--- config.mk ---
export PLATFORM = sky130hd
export DESIGN_NAME = audio_mixer_seq_flat
export DESIGN_NICKNAME = d
export VERILOG_FILES = /design/src/rtl/audio_mixer_seq_if.sv /design/src/rtl/audio_mixer_seq.sv /design/src/flat_wrapper.sv
export SDC_FILE = /design/constraint.sdc
export NUM_CORES = 1
export LEC_CHECK = 0
export CORE_AREA = 4 4 147 149
export CTS_BUF_LIST = sky130_fd_sc_hd__clkbuf_2 sky130_fd_sc_hd__clkbuf_4 sky130_fd_sc_hd__clkbuf_8
export DETAILED_ROUTE_END_ITERATION = 10
export DIE_AREA = 0 0 151 153
export GPL_TIMING_DRIVEN = 0
export MAX_ROUTING_LAYER = met4
export PLACE_DENSITY = 0.74
export SYNTH_ARGS = -nofsm -noshare
export SYNTH_HDL_FRONTEND = slang
export SYNTH_SLANG_ARGS = --single-unit
--- constraint.sdc ---
create_clock -name clock -period 6.48 [get_ports clock]
set_clock_uncertainty 0.1 [all_clocks]
set_input_delay 1.944 -clock clock [delete_from_list [all_inputs] [get_ports clock]]
set_output_delay 1.944 -clock clock [all_outputs]
set_load 0.05 [all_outputs]
--- src/rtl/audio_mixer_seq_if.sv ---
// Bus bundle for audio_mixer_seq: frame strobe, packed channel inputs and the mixer's PCM/DAC outputs.
// The master drives the strobe and source samples; the slave (the mixer) drives status and audio.
interface audio_mixer_seq_if #(
    parameter int CHANNELS = 8,
    parameter int DW       = 8,
    parameter int GW       = 4,
    parameter int OW       = 12
);
    logic                   strobe;
    logic [CHANNELS*DW-1:0] ch_data;
    logic [CHANNELS*GW-1:0] ch_gain;
    logic [CHANNELS*2-1:0]  ch_pan;
    logic                   busy;
    logic                   valid;
    logic                   overrun;
    logic [1:0]             clip;
    logic [OW-1:0]          left;
    logic [OW-1:0]          right;
    logic [1:0]             audio;

    modport master (
        output strobe, ch_data, ch_gain, ch_pan,
        input  busy, valid, overrun, clip, left, right, audio
    );

    modport slave (
        input  strobe, ch_data, ch_gain, ch_pan,
        output busy, valid, overrun, clip, left, right, audio
    );
endinterface

--- src/rtl/audio_mixer_seq.sv ---
// Time-multiplexed stereo mixer: one multiply-accumulate per channel per frame, saturating PCM
// output and a first-order sigma-delta DAC per side running every clock on the held PCM values.
module audio_mixer_seq #(
    parameter int CHANNELS = 8,
    parameter int DW       = 8,
    parameter int GW       = 4,
    parameter int OW       = 12,
    parameter int SHIFT    = 2
) (
    input logic              clock,
    input logic              reset,
    audio_mixer_seq_if.slave bus
);
    localparam int IW = $clog2(CHANNELS);
    localparam int AW = DW + GW + $clog2(CHANNELS);
    // Compare width leaves at least one bit above OW so the saturation test never truncates.
    localparam int SW = ((AW > OW) ? AW : OW) + 1;

    typedef enum logic [1:0] {
        IDLE   = 2'd0,
        ACCUM  = 2'd1,
        OUTPUT = 2'd2
    } state_t;

    // Returns {clipped, pcm} for one accumulator after the output shift.
    function automatic logic [OW:0] sat_pcm(input logic [AW-1:0] acc);
        logic [SW-1:0] s;
        logic [SW-1:0] max_v;
        s     = SW'(acc >> SHIFT);
        max_v = {{(SW-OW){1'b0}}, {OW{1'b1}}};
        if (s > max_v) begin
            sat_pcm = {1'b1, {OW{1'b1}}};
        end else begin
            sat_pcm = {1'b0, s[OW-1:0]};
        end
    endfunction

    state_t                 state_q, state_d;
    logic [IW-1:0]          idx_q, idx_d;
    logic [CHANNELS*DW-1:0] data_q, data_d;
    logic [CHANNELS*GW-1:0] gain_q, gain_d;
    logic [CHANNELS*2-1:0]  pan_q, pan_d;
    logic [AW-1:0]          acc_l_q, acc_l_d, acc_r_q, acc_r_d;
    logic                   busy_q, busy_d, valid_q, valid_d, overrun_q, overrun_d;
    logic [1:0]             clip_q, clip_d, audio_q, audio_d;
    logic [OW-1:0]          left_q, left_d, right_q, right_d;
    logic [OW-1:0]          int_l_q, int_l_d, int_r_q, int_r_d;

    logic [DW-1:0] sel_data_s;
    logic [GW-1:0] sel_gain_s;
    logic [1:0]    sel_pan_s;
    logic [AW-1:0] prod_s;
    logic [OW:0]   sat_l_s, sat_r_s, sd_l_s, sd_r_s;

    // Next-state logic for the mix FSM, datapath and both sigma-delta integrators.
    always_comb begin
        state_d   = state_q;
        idx_d     = idx_q;
        data_d    = data_q;
        gain_d    = gain_q;
        pan_d     = pan_q;
        acc_l_d   = acc_l_q;
        acc_r_d   = acc_r_q;
        busy_d    = busy_q;
        valid_d   = 1'b0;
        overrun_d = 1'b0;
        clip_d    = clip_q;
        left_d    = left_q;
        right_d   = right_q;

        sel_data_s = data_q[int'(idx_q)*DW +: DW];
        sel_gain_s = gain_q[int'(idx_q)*GW +: GW];
        sel_pan_s  = pan_q[int'(idx_q)*2 +: 2];
        prod_s     = AW'(sel_data_s) * AW'(sel_gain_s);
        sat_l_s    = sat_pcm(acc_l_q);
        sat_r_s    = sat_pcm(acc_r_q);

        case (state_q)
            IDLE: begin
                if (bus.strobe) begin
                    data_d  = bus.ch_data;
                    gain_d  = bus.ch_gain;
                    pan_d   = bus.ch_pan;
                    acc_l_d = '0;
                    acc_r_d = '0;
                    idx_d   = '0;
                    clip_d  = 2'b00;
                    busy_d  = 1'b1;
                    state_d = ACCUM;
                end else begin
                    state_d = IDLE;
                end
            end
            ACCUM: begin
                overrun_d = bus.strobe;
                acc_l_d   = acc_l_q + (sel_pan_s[0] ? prod_s : {AW{1'b0}});
                acc_r_d   = acc_r_q + (sel_pan_s[1] ? prod_s : {AW{1'b0}});
                idx_d     = idx_q + IW'(1);
                if (idx_q == IW'(CHANNELS - 1)) begin
                    state_d = OUTPUT;
                end else begin
                    state_d = ACCUM;
                end
            end
            OUTPUT: begin
                overrun_d = bus.strobe;
                left_d    = sat_l_s[OW-1:0];
                right_d   = sat_r_s[OW-1:0];
                clip_d    = clip_q | {sat_r_s[OW], sat_l_s[OW]};
                valid_d   = 1'b1;
                busy_d    = 1'b0;
                state_d   = IDLE;
            end
            default: begin
                busy_d  = 1'b0;
                state_d = IDLE;
            end
        endcase

        // The carry out of each integrator is the 1-bit DAC sample.
        sd_l_s     = {1'b0, int_l_q} + {1'b0, left_q};
        sd_r_s     = {1'b0, int_r_q} + {1'b0, right_q};
        int_l_d    = sd_l_s[OW-1:0];
        int_r_d    = sd_r_s[OW-1:0];
        audio_d    = {sd_r_s[OW], sd_l_s[OW]};
    end

    // State and output registers; synchronous reset overrides everything.
    always_ff @(posedge clock) begin
        if (reset) begin
            state_q   <= IDLE;
            idx_q     <= '0;
            data_q    <= '0;
            gain_q    <= '0;
            pan_q     <= '0;
            acc_l_q   <= '0;
            acc_r_q   <= '0;
            busy_q    <= 1'b0;
            valid_q   <= 1'b0;
            overrun_q <= 1'b0;
            clip_q    <= 2'b00;
            left_q    <= '0;
            right_q   <= '0;
            int_l_q   <= '0;
            int_r_q   <= '0;
            audio_q   <= 2'b00;
        end else begin
            state_q   <= state_d;
            idx_q     <= idx_d;
            data_q    <= data_d;
            gain_q    <= gain_d;
            pan_q     <= pan_d;
            acc_l_q   <= acc_l_d;
            acc_r_q   <= acc_r_d;
            busy_q    <= busy_d;
            valid_q   <= valid_d;
            overrun_q <= overrun_d;
            clip_q    <= clip_d;
            left_q    <= left_d;
            right_q   <= right_d;
            int_l_q   <= int_l_d;
            int_r_q   <= int_r_d;
            audio_q   <= audio_d;
        end
    end

    assign bus.busy    = busy_q;
    assign bus.valid   = valid_q;
    assign bus.overrun = overrun_q;
    assign bus.clip    = clip_q;
    assign bus.left    = left_q;
    assign bus.right   = right_q;
    assign bus.audio   = audio_q;
endmodule

--- src/flat_wrapper.sv ---
// flat-port wrapper written by rule: the top's interface ports become plain ports
module audio_mixer_seq_flat 
#(
    parameter int CHANNELS = 8,
    parameter int DW       = 8,
    parameter int GW       = 4,
    parameter int OW       = 12,
    parameter int SHIFT    = 2
)
  (clock, reset, bus_strobe, bus_ch_data, bus_ch_gain, bus_ch_pan, bus_busy, bus_valid, bus_overrun, bus_clip, bus_left, bus_right, bus_audio);
  audio_mixer_seq_if #(.CHANNELS(CHANNELS), .DW(DW), .GW(GW), .OW(OW)) bus_i ();
  input logic clock;
  input logic reset;
  input wire logic [$bits(bus_i.strobe)-1:0] bus_strobe;
  input wire logic [$bits(bus_i.ch_data)-1:0] bus_ch_data;
  input wire logic [$bits(bus_i.ch_gain)-1:0] bus_ch_gain;
  input wire logic [$bits(bus_i.ch_pan)-1:0] bus_ch_pan;
  output wire logic [$bits(bus_i.busy)-1:0] bus_busy;
  output wire logic [$bits(bus_i.valid)-1:0] bus_valid;
  output wire logic [$bits(bus_i.overrun)-1:0] bus_overrun;
  output wire logic [$bits(bus_i.clip)-1:0] bus_clip;
  output wire logic [$bits(bus_i.left)-1:0] bus_left;
  output wire logic [$bits(bus_i.right)-1:0] bus_right;
  output wire logic [$bits(bus_i.audio)-1:0] bus_audio;
  assign bus_i.strobe = bus_strobe;
  assign bus_i.ch_data = bus_ch_data;
  assign bus_i.ch_gain = bus_ch_gain;
  assign bus_i.ch_pan = bus_ch_pan;
  assign bus_busy = bus_i.busy;
  assign bus_valid = bus_i.valid;
  assign bus_overrun = bus_i.overrun;
  assign bus_clip = bus_i.clip;
  assign bus_left = bus_i.left;
  assign bus_right = bus_i.right;
  assign bus_audio = bus_i.audio;
  audio_mixer_seq #(.CHANNELS(CHANNELS), .DW(DW), .GW(GW), .OW(OW), .SHIFT(SHIFT)) u_core (.clock(clock), .reset(reset), .bus(bus_i));
endmodule
# Word-level counts from Yosys, hierarchy flattened
# Cells that the tools add are included.
# op_classes
mul,1
addsub,5
n_eq_ne,4
mux,17
shifts,3
reduce_logical,9
magnitude_cmp,2
bitwise,3
# ops
operator,count
$shiftx 64x7->8,1
$pmux 15 s2,2
$shiftx 32x6->4,1
$add 15x15->15,2
$add 12x12->13,2
$gt 13x12->1 const B,2
$mux 13,2
$mux 12,2
$shiftx 16x5->2,1
$mux 15,1
$mul 8x4->12,1
$pmux 2 s2,2
$reduce_and 2->1,4
$pmux 3 s2,1
$mux 2,2
$reduce_bool 2->1,2
$reduce_or 2->1,2
$add 3x1->3 const B,1
$eq 3x3->1 const B,1
$mux 1,3
$mux 3,1
$eq 2x1->1 const B,1
$eq 2x2->1 const B,1
$logic_not 2->1,1
4 further kinds,5
# totals
out_inout_bits,31
ff_bits,202
wordCells,60

# Depth between registers and ports, before layout
# depth
word_depth,5
ltp_mapped,24
depth_no_buf,21

# Worst setup path after synthesis
# Ideal clock, no wire load.
# synth_path
path_type,register to register
startpoint,register u_core.idx_q[0]
endpoint,register u_core.acc_r_q[11]
arrival_ns,5.286
required_ns,6.263
stages_incl_launch_ff,23
period_less_slack_ns,5.503
slack_ns,0.977
path_cell_list,dfxtp_1 -> buf_4 -> buf_4 -> mux4_2 -> mux2i_1 -> nor2_1 -> fa_1 -> inv_1 -> fa_1 -> inv_1 -> ha_1 -> a41oi_1 -> o21a_1 -> o31a_1 -> xor2_1 -> nor2_1 -> ha_1 -> and3_1 -> nand2_1 -> a31oi_1 -> or3b_2 -> xor2_1 -> a22o_1
# synth_via
elab_chain_cells,5
word_cells_on_any_way,7
cone_classes,add/sub (1); mul (1); shift (3); mux (2)
# synth_lines
element,line_no,text
start: declaration,audio_mixer_seq.sv:39,"logic [IW-1:0] idx_q, idx_d;"
start signal: assignment,audio_mixer_seq.sv:149,idx_q <= idx_d;
$shiftx 64x7->8 / $shiftx 32x6->4 (equally long branches),"audio_mixer_seq.sv:71, audio_mixer_seq.sv:72",
$mul 8x4->12,audio_mixer_seq.sv:74,prod_s = AW'(sel_data_s) * AW'(sel_gain_s);
$mux 12 *,audio_mixer_seq.sv:97,acc_r_d = acc_r_q + (sel_pan_s[1] ? prod_s : {AW{1'b0}});
$add 15x15->15 *,audio_mixer_seq.sv:97,
$pmux 15 s2 *,audio_mixer_seq.sv:78,case (state_q)
end signal: assignment,audio_mixer_seq.sv:154,acc_r_q <= acc_r_d;
end: declaration,audio_mixer_seq.sv:43,"logic [AW-1:0] acc_l_q, acc_l_d, acc_r_q, acc_r_d;"
# Mark *: on every way between the ends. The rest lies on a longest branch, timed or not.
# A chain may end at the register's enable or synchronous reset.

# Worst setup path in the final report
# layout_path
startpoint,register u_core.idx_q[0]
endpoint,register u_core.acc_l_q[13]
# layout_via
elab_chain_cells,5
word_cells_on_any_way,7
cone_classes,add/sub (1); mul (1); shift (3); mux (2)
# layout_lines
element,line_no,text
$shiftx 64x7->8 / $shiftx 32x6->4 (equally long branches),"audio_mixer_seq.sv:71, audio_mixer_seq.sv:72",
$mul 8x4->12,audio_mixer_seq.sv:74,
$mux 12 *,audio_mixer_seq.sv:96,acc_l_d = acc_l_q + (sel_pan_s[0] ? prod_s : {AW{1'b0}});
$add 15x15->15 *,audio_mixer_seq.sv:96,
$pmux 15 s2 *,audio_mixer_seq.sv:78,
end signal: assignment,audio_mixer_seq.sv:153,acc_l_q <= acc_l_d;
end: declaration,audio_mixer_seq.sv:43,
# Marks and branches as above.

==> flow_results.xml <==
<?xml version="1.0" encoding="UTF-8"?>
<metrics>
  <group name="outcome">
    <metric name="status" unit="">complete, no violations</metric>
  </group>
  <group name="power">
    <metric name="power_density_relative_to_cell_area" unit="nW/um2">225</metric>
    <metric name="irDropWorstVdd" unit="mV">0.179</metric>
    <metric name="leakage" unit="nW">5.17</metric>
  </group>
  <group name="timing">
    <metric name="max_slew_violations" unit="">0</metric>
    <metric name="finalHoldWorstSlack" unit="ps">373</metric>
    <metric name="fin_crit" unit="ps">6120</metric>
    <metric name="fmax" unit="MHz">163</metric>
    <metric name="fin_tns_setup" unit="ps">0</metric>
    <metric name="setup_violations" unit="">0</metric>
    <metric name="final.period_utilization" unit="%">94.4</metric>
    <metric name="rsz_0062_raised_after_global_routing" unit="">false</metric>
    <metric name="report.final.hold_viol_count" unit="">0</metric>
    <metric name="worst_slew_margin_rel" unit="%">31.1</metric>
    <metric name="worstMarginPinSlew" unit="ps">1010</metric>
  </group>
  <group name="setup_path">
    <metric name="worst-endpoint-arrival" unit="ps">6410</metric>
    <metric name="crit_required" unit="ps">6770</metric>
    <metric name="endpoint_kind_of_the_worst_setup_timing_path" unit="">flip-flop</metric>
    <metric name="cp_num_cells" unit="">23</metric>
    <metric name="timing_worst_setup_path_type" unit="">flip-flop to flip-flop</metric>
    <metric name="cp_num_buf_inv" unit="">4</metric>
    <metric name="critical_path.top_delay_family" unit="">adder cells</metric>
    <metric name="cell_breakdown_of_the_critical_path" unit="">buf_4 &gt; buf_6 &gt; mux4_2 &gt; mux2i_2 &gt; nor2_1 &gt; fa_1 &gt; inv_1 &gt; fa_1 &gt; inv_1 &gt; ha_1 &gt; nor2b_1 &gt; o21ai_0 &gt; a21oi_1 &gt; o41ai_1 &gt; xor2_1 &gt; nor2_1 &gt; ha_1 &gt; nand2_1 &gt; nor2_1 &gt; nand3_1 &gt; o31ai_1 &gt; xnor2_1 &gt; nor2_1</metric>
    <metric name="setup.worst_path.start_class" unit="">flip-flop</metric>
    <metric name="worst-r2r-cell-count" unit="">23</metric>
    <metric name="cp_slowest_cell" unit="">mux4_2</metric>
    <metric name="crit_path_frequent_cell" unit="">nor2_1</metric>
    <metric name="critical_path_peak_fanout" unit="">10</metric>
    <metric name="critPathMaxStageDelay" unit="ps">540</metric>
  </group>
  <group name="die">
    <metric name="floorplan.die.width" unit="um">151</metric>
    <metric name="design.core.area" unit="um2">20200</metric>
    <metric name="num_io_pins" unit="">146</metric>
    <metric name="dieArea" unit="um2">23100</metric>
    <metric name="num_rows" unit="">52</metric>
    <metric name="die_h" unit="um">153</metric>
    <metric name="initial_core_util" unit="%">49.8</metric>
  </group>
  <group name="placed_design">
    <metric name="detailed_place_hpwl" unit="mm">19.5</metric>
    <metric name="gp_routability_congestion" unit="">0.939</metric>
    <metric name="numPlacedInstances" unit="">1421</metric>
    <metric name="io_buffer_count" unit="">145</metric>
  </group>
  <group name="synthesis">
    <metric name="synth-edff-count" unit="">0</metric>
    <metric name="synthTopCellsByArea" unit="">dfxtp_1, a22o_1, ha_1, mux4_2, nor2_1</metric>
    <metric name="flip_flop_cell_with_the_highest_count_after_synthesis" unit="">dfxtp_1</metric>
    <metric name="netlist.area_leader.share" unit="%">40.3</metric>
    <metric name="synth.yosys.warnings" unit="">0</metric>
    <metric name="synthesis.instances" unit="">1006</metric>
    <metric name="yosys.cell_types.count" unit="">59</metric>
    <metric name="post_synth_fa_ha_maj_area_fraction" unit="%">11.8</metric>
    <metric name="synth.net_count" unit="">1206</metric>
    <metric name="synth_top_family_by_area" unit="">compound AO/OA/AOI/OAI gates</metric>
    <metric name="ys_ff_latch" unit="">202</metric>
    <metric name="post-synth-top-area-cell" unit="">dfxtp_1</metric>
    <metric name="mean_instance_size_in_the_synthesized_netlist" unit="um2">9.98</metric>
    <metric name="multiplexer_area_fraction_after_synthesis" unit="%">8.24</metric>
    <metric name="synthesis.area" unit="um2">10000</metric>
    <metric name="synth_xor_xnor_area_share" unit="%">3.23</metric>
    <metric name="synth_simple_gate_area_share" unit="%">11.0</metric>
    <metric name="synthArstFlopShare" unit="%">0</metric>
    <metric name="synth.yosys.seq_area_share" unit="%">40.3</metric>
    <metric name="synth-compound-area-share" unit="%">21.8</metric>
  </group>
  <group name="layout">
    <metric name="multi_input_area" unit="um2">5690</metric>
    <metric name="area_growth_syn_to_layout" unit="%">25.7</metric>
    <metric name="nets" unit="">1388</metric>
    <metric name="layout-drive-gt1-share" unit="%">10.0</metric>
    <metric name="regArea" unit="um2">4040</metric>
    <metric name="layoutNonFillerInstCount" unit="">1481</metric>
    <metric name="layout.filler_cells" unit="">1698</metric>
  </group>
  <group name="grt">
    <metric name="met2_usage" unit="%">35.9</metric>
    <metric name="grt_first_pass_wirelength" unit="mm">41.1</metric>
    <metric name="use_met3" unit="%">4.26</metric>
    <metric name="grt.total_usage" unit="%">22.3</metric>
    <metric name="globalRoute.busiestLayer" unit="">met2</metric>
    <metric name="antenna_found_initial" unit="">1</metric>
    <metric name="gr-total-overflow" unit="">0</metric>
    <metric name="maximum_number_of_pins_on_one_net_before_global_route_repair" unit="">11</metric>
    <metric name="first_global_vias" unit="">8449</metric>
    <metric name="grt_util_met1" unit="%">28.5</metric>
  </group>
  <group name="detailed_routing">
    <metric name="viasPerCell" unit="">5.60</metric>
    <metric name="finalWirelength" unit="mm">25.2</metric>
    <metric name="initialDrtViolationCount" unit="">385</metric>
    <metric name="drt_drc_violations_left" unit="">0</metric>
    <metric name="route.antenna.remaining_nets" unit="">0</metric>
    <metric name="via_count" unit="">8296</metric>
    <metric name="wl_per_instance" unit="um">17.0</metric>
    <metric name="drt-pass1-iter-count" unit="">4</metric>
  </group>
  <group name="clocking">
    <metric name="clock_sinks" unit="">202</metric>
    <metric name="cts.htree.levels" unit="">2</metric>
    <metric name="clockBufferDepth" unit="">3</metric>
    <metric name="post_cts_setup_buffer_count" unit="">0</metric>
    <metric name="worstSkewPairLatency" unit="ps">530</metric>
    <metric name="tritoncts_clock_tree" unit="">built</metric>
    <metric name="clk_pin_slew" unit="ps">60</metric>
    <metric name="cts.root.buffer_cell" unit="">clkbuf_8</metric>
    <metric name="cts-buffers-inserted" unit="">35</metric>
  </group>
  <group name="worst_hold_path">
    <metric name="holdCritPathClass" unit="">flip-flop to flip-flop</metric>
    <metric name="instance_count_along_the_most_critical_hold_path" unit="">1</metric>
  </group>
  <group name="flow_run">
    <metric name="cap_violations" unit="">0</metric>
  </group>
</metrics>
==> path summary, 6_finish.rpt <==
path,from,endpoint,slack [ps]
max reg2reg,u_core.idx_q[0],u_core.acc_l_q[13],360
min reg2reg,u_core.data_q[28],u_core.data_q[28],370
min,u_core.data_q[28],u_core.data_q[28],370
max,u_core.idx_q[0],u_core.acc_l_q[13],360
==> kinds of logic (layout without fill, tap and decap cells) <==
family	after synthesis	count (layout)
AND/OR/NAND/NOR	247	247
AO/OA/AOI/OAI	296	296
multiplexers	47	47
other	0	1
buffers and inverters	92	296
adder cells (fa/ha/maj)	85	85
XOR/XNOR	37	37
flip-flops	202	202
==> registers in the layout (all words and copies together) (netlist names), 2 cells and up <==
name	flops
u_core.int_l_q	12
u_core.idx_q	3
u_core.gain_q	32
u_core.acc_r_q	15
u_core.bus.audio	2
u_core.state_q	2
u_core.int_r_q	12
u_core.bus.right	12
u_core.bus.left	12
u_core.data_q	64
u_core.acc_l_q	15
u_core.pan_q	16
u_core.bus.clip	2
==> repair_timing <==
action	4_1_cts	5_1_grt
gates resized for setup	2	14
setup endpoints to repair	3	9
hold buffers	0	0
pin swaps	0	1
hold endpoints to repair	0	0
==> Yosys cell counts (2+ instances only) <==
| master | instances |
|---|---|
| dfxtp_1 | 202 |
| nor2_1 | 125 |
| a22o_1 | 115 |
| ha_1 | 69 |
| nand2_1 | 42 |
| a21oi_1 | 39 |
| clkbuf_1 | 39 |
| inv_1 | 38 |
| o21ai_0 | 32 |
| mux4_2 | 28 |
| o22ai_1 | 26 |
| xnor2_1 | 20 |
| nor3_1 | 18 |
| mux2i_1 | 17 |
| xor2_1 | 17 |
| fa_1 | 16 |
| nor2b_1 | 16 |
| a21o_1 | 14 |
| a211oi_1 | 11 |
| a22oi_1 | 11 |
| o21a_1 | 11 |
| nand3_1 | 10 |
| or2_2 | 10 |
| nand2b_1 | 9 |
| buf_1 | 6 |
| buf_2 | 6 |
| o21bai_1 | 6 |
| o211ai_1 | 5 |
| and3_1 | 4 |
| nand4_1 | 4 |
| and2_1 | 3 |
| a21boi_0 | 2 |
| a311oi_1 | 2 |
| a31oi_1 | 2 |
| buf_4 | 2 |
| o221ai_1 | 2 |
| o31a_1 | 2 |
| o31ai_1 | 2 |
| o41ai_1 | 2 |
| or3_1 | 2 |
==> cell type report <==
class                   count  share of cell area, %
multi-input cells         712                   45.1
flip-flops and latches    202                   32.1
repair buffers            145                   11.5
clock buffers              48                   5.04
well taps                 270                   2.68
plain buffers              54                   1.80
inverters                  38                   1.13
clock inverters            11                  0.704
diodes                      1                 0.0198
==> through the flow <==
stage	area (um2)	util, %	worst slack (ps)	power, mW
after global routing	12600	62.6	23.2	2.95
final	12600	62.6	362	2.84
after global placement	11800	58.6	-6.07	1.65
after detailed placement	11800	58.6	-67.3	1.66
after CTS	12600	62.3	9.90	2.86
after floorplan	10000	-	977	1.51
==> power by group <==
part | internal (mW) | switching (mW) | total, mW | leakage, nW
Clock | 0.677 | 0.530 | 1.21 | 0.381
Sequential | 1.30 | 0.0287 | 1.32 | 1.65
Combinational | 0.158 | 0.152 | 0.311 | 3.15
==> layout by cell type, fill, tap and decap left out, types with 11 or more instances in the layout <==
cell type	synthesis	layout
a21o_1	14	14
ha_1	69	69
o21a_1	11	11
nor2_1	125	125
clkbuf_8	0	44
nand2_1	42	42
a22oi_1	11	11
dfxtp_1	202	202
fa_1	16	16
a22o_1	115	115
o21ai_0	32	32
xnor2_1	20	20
a211oi_1	11	11
clkdlybuf4s50_1	0	145
xor2_1	17	17
mux4_2	28	28
inv_1	38	38
a21oi_1	39	39
mux2i_1	17	11
clkbuf_1	39	37
nor2b_1	16	16
o22ai_1	26	26
nor3_1	18	18
==> routing by layer <==
layer	vias to the layer above	part of all wire, %
li1	4083	-
met1	3897	45
met2	256	47
met3	60	5.4
met4	0	2.7
met5	-	0
Note: power is estimated with default switching activity, not from simulation.
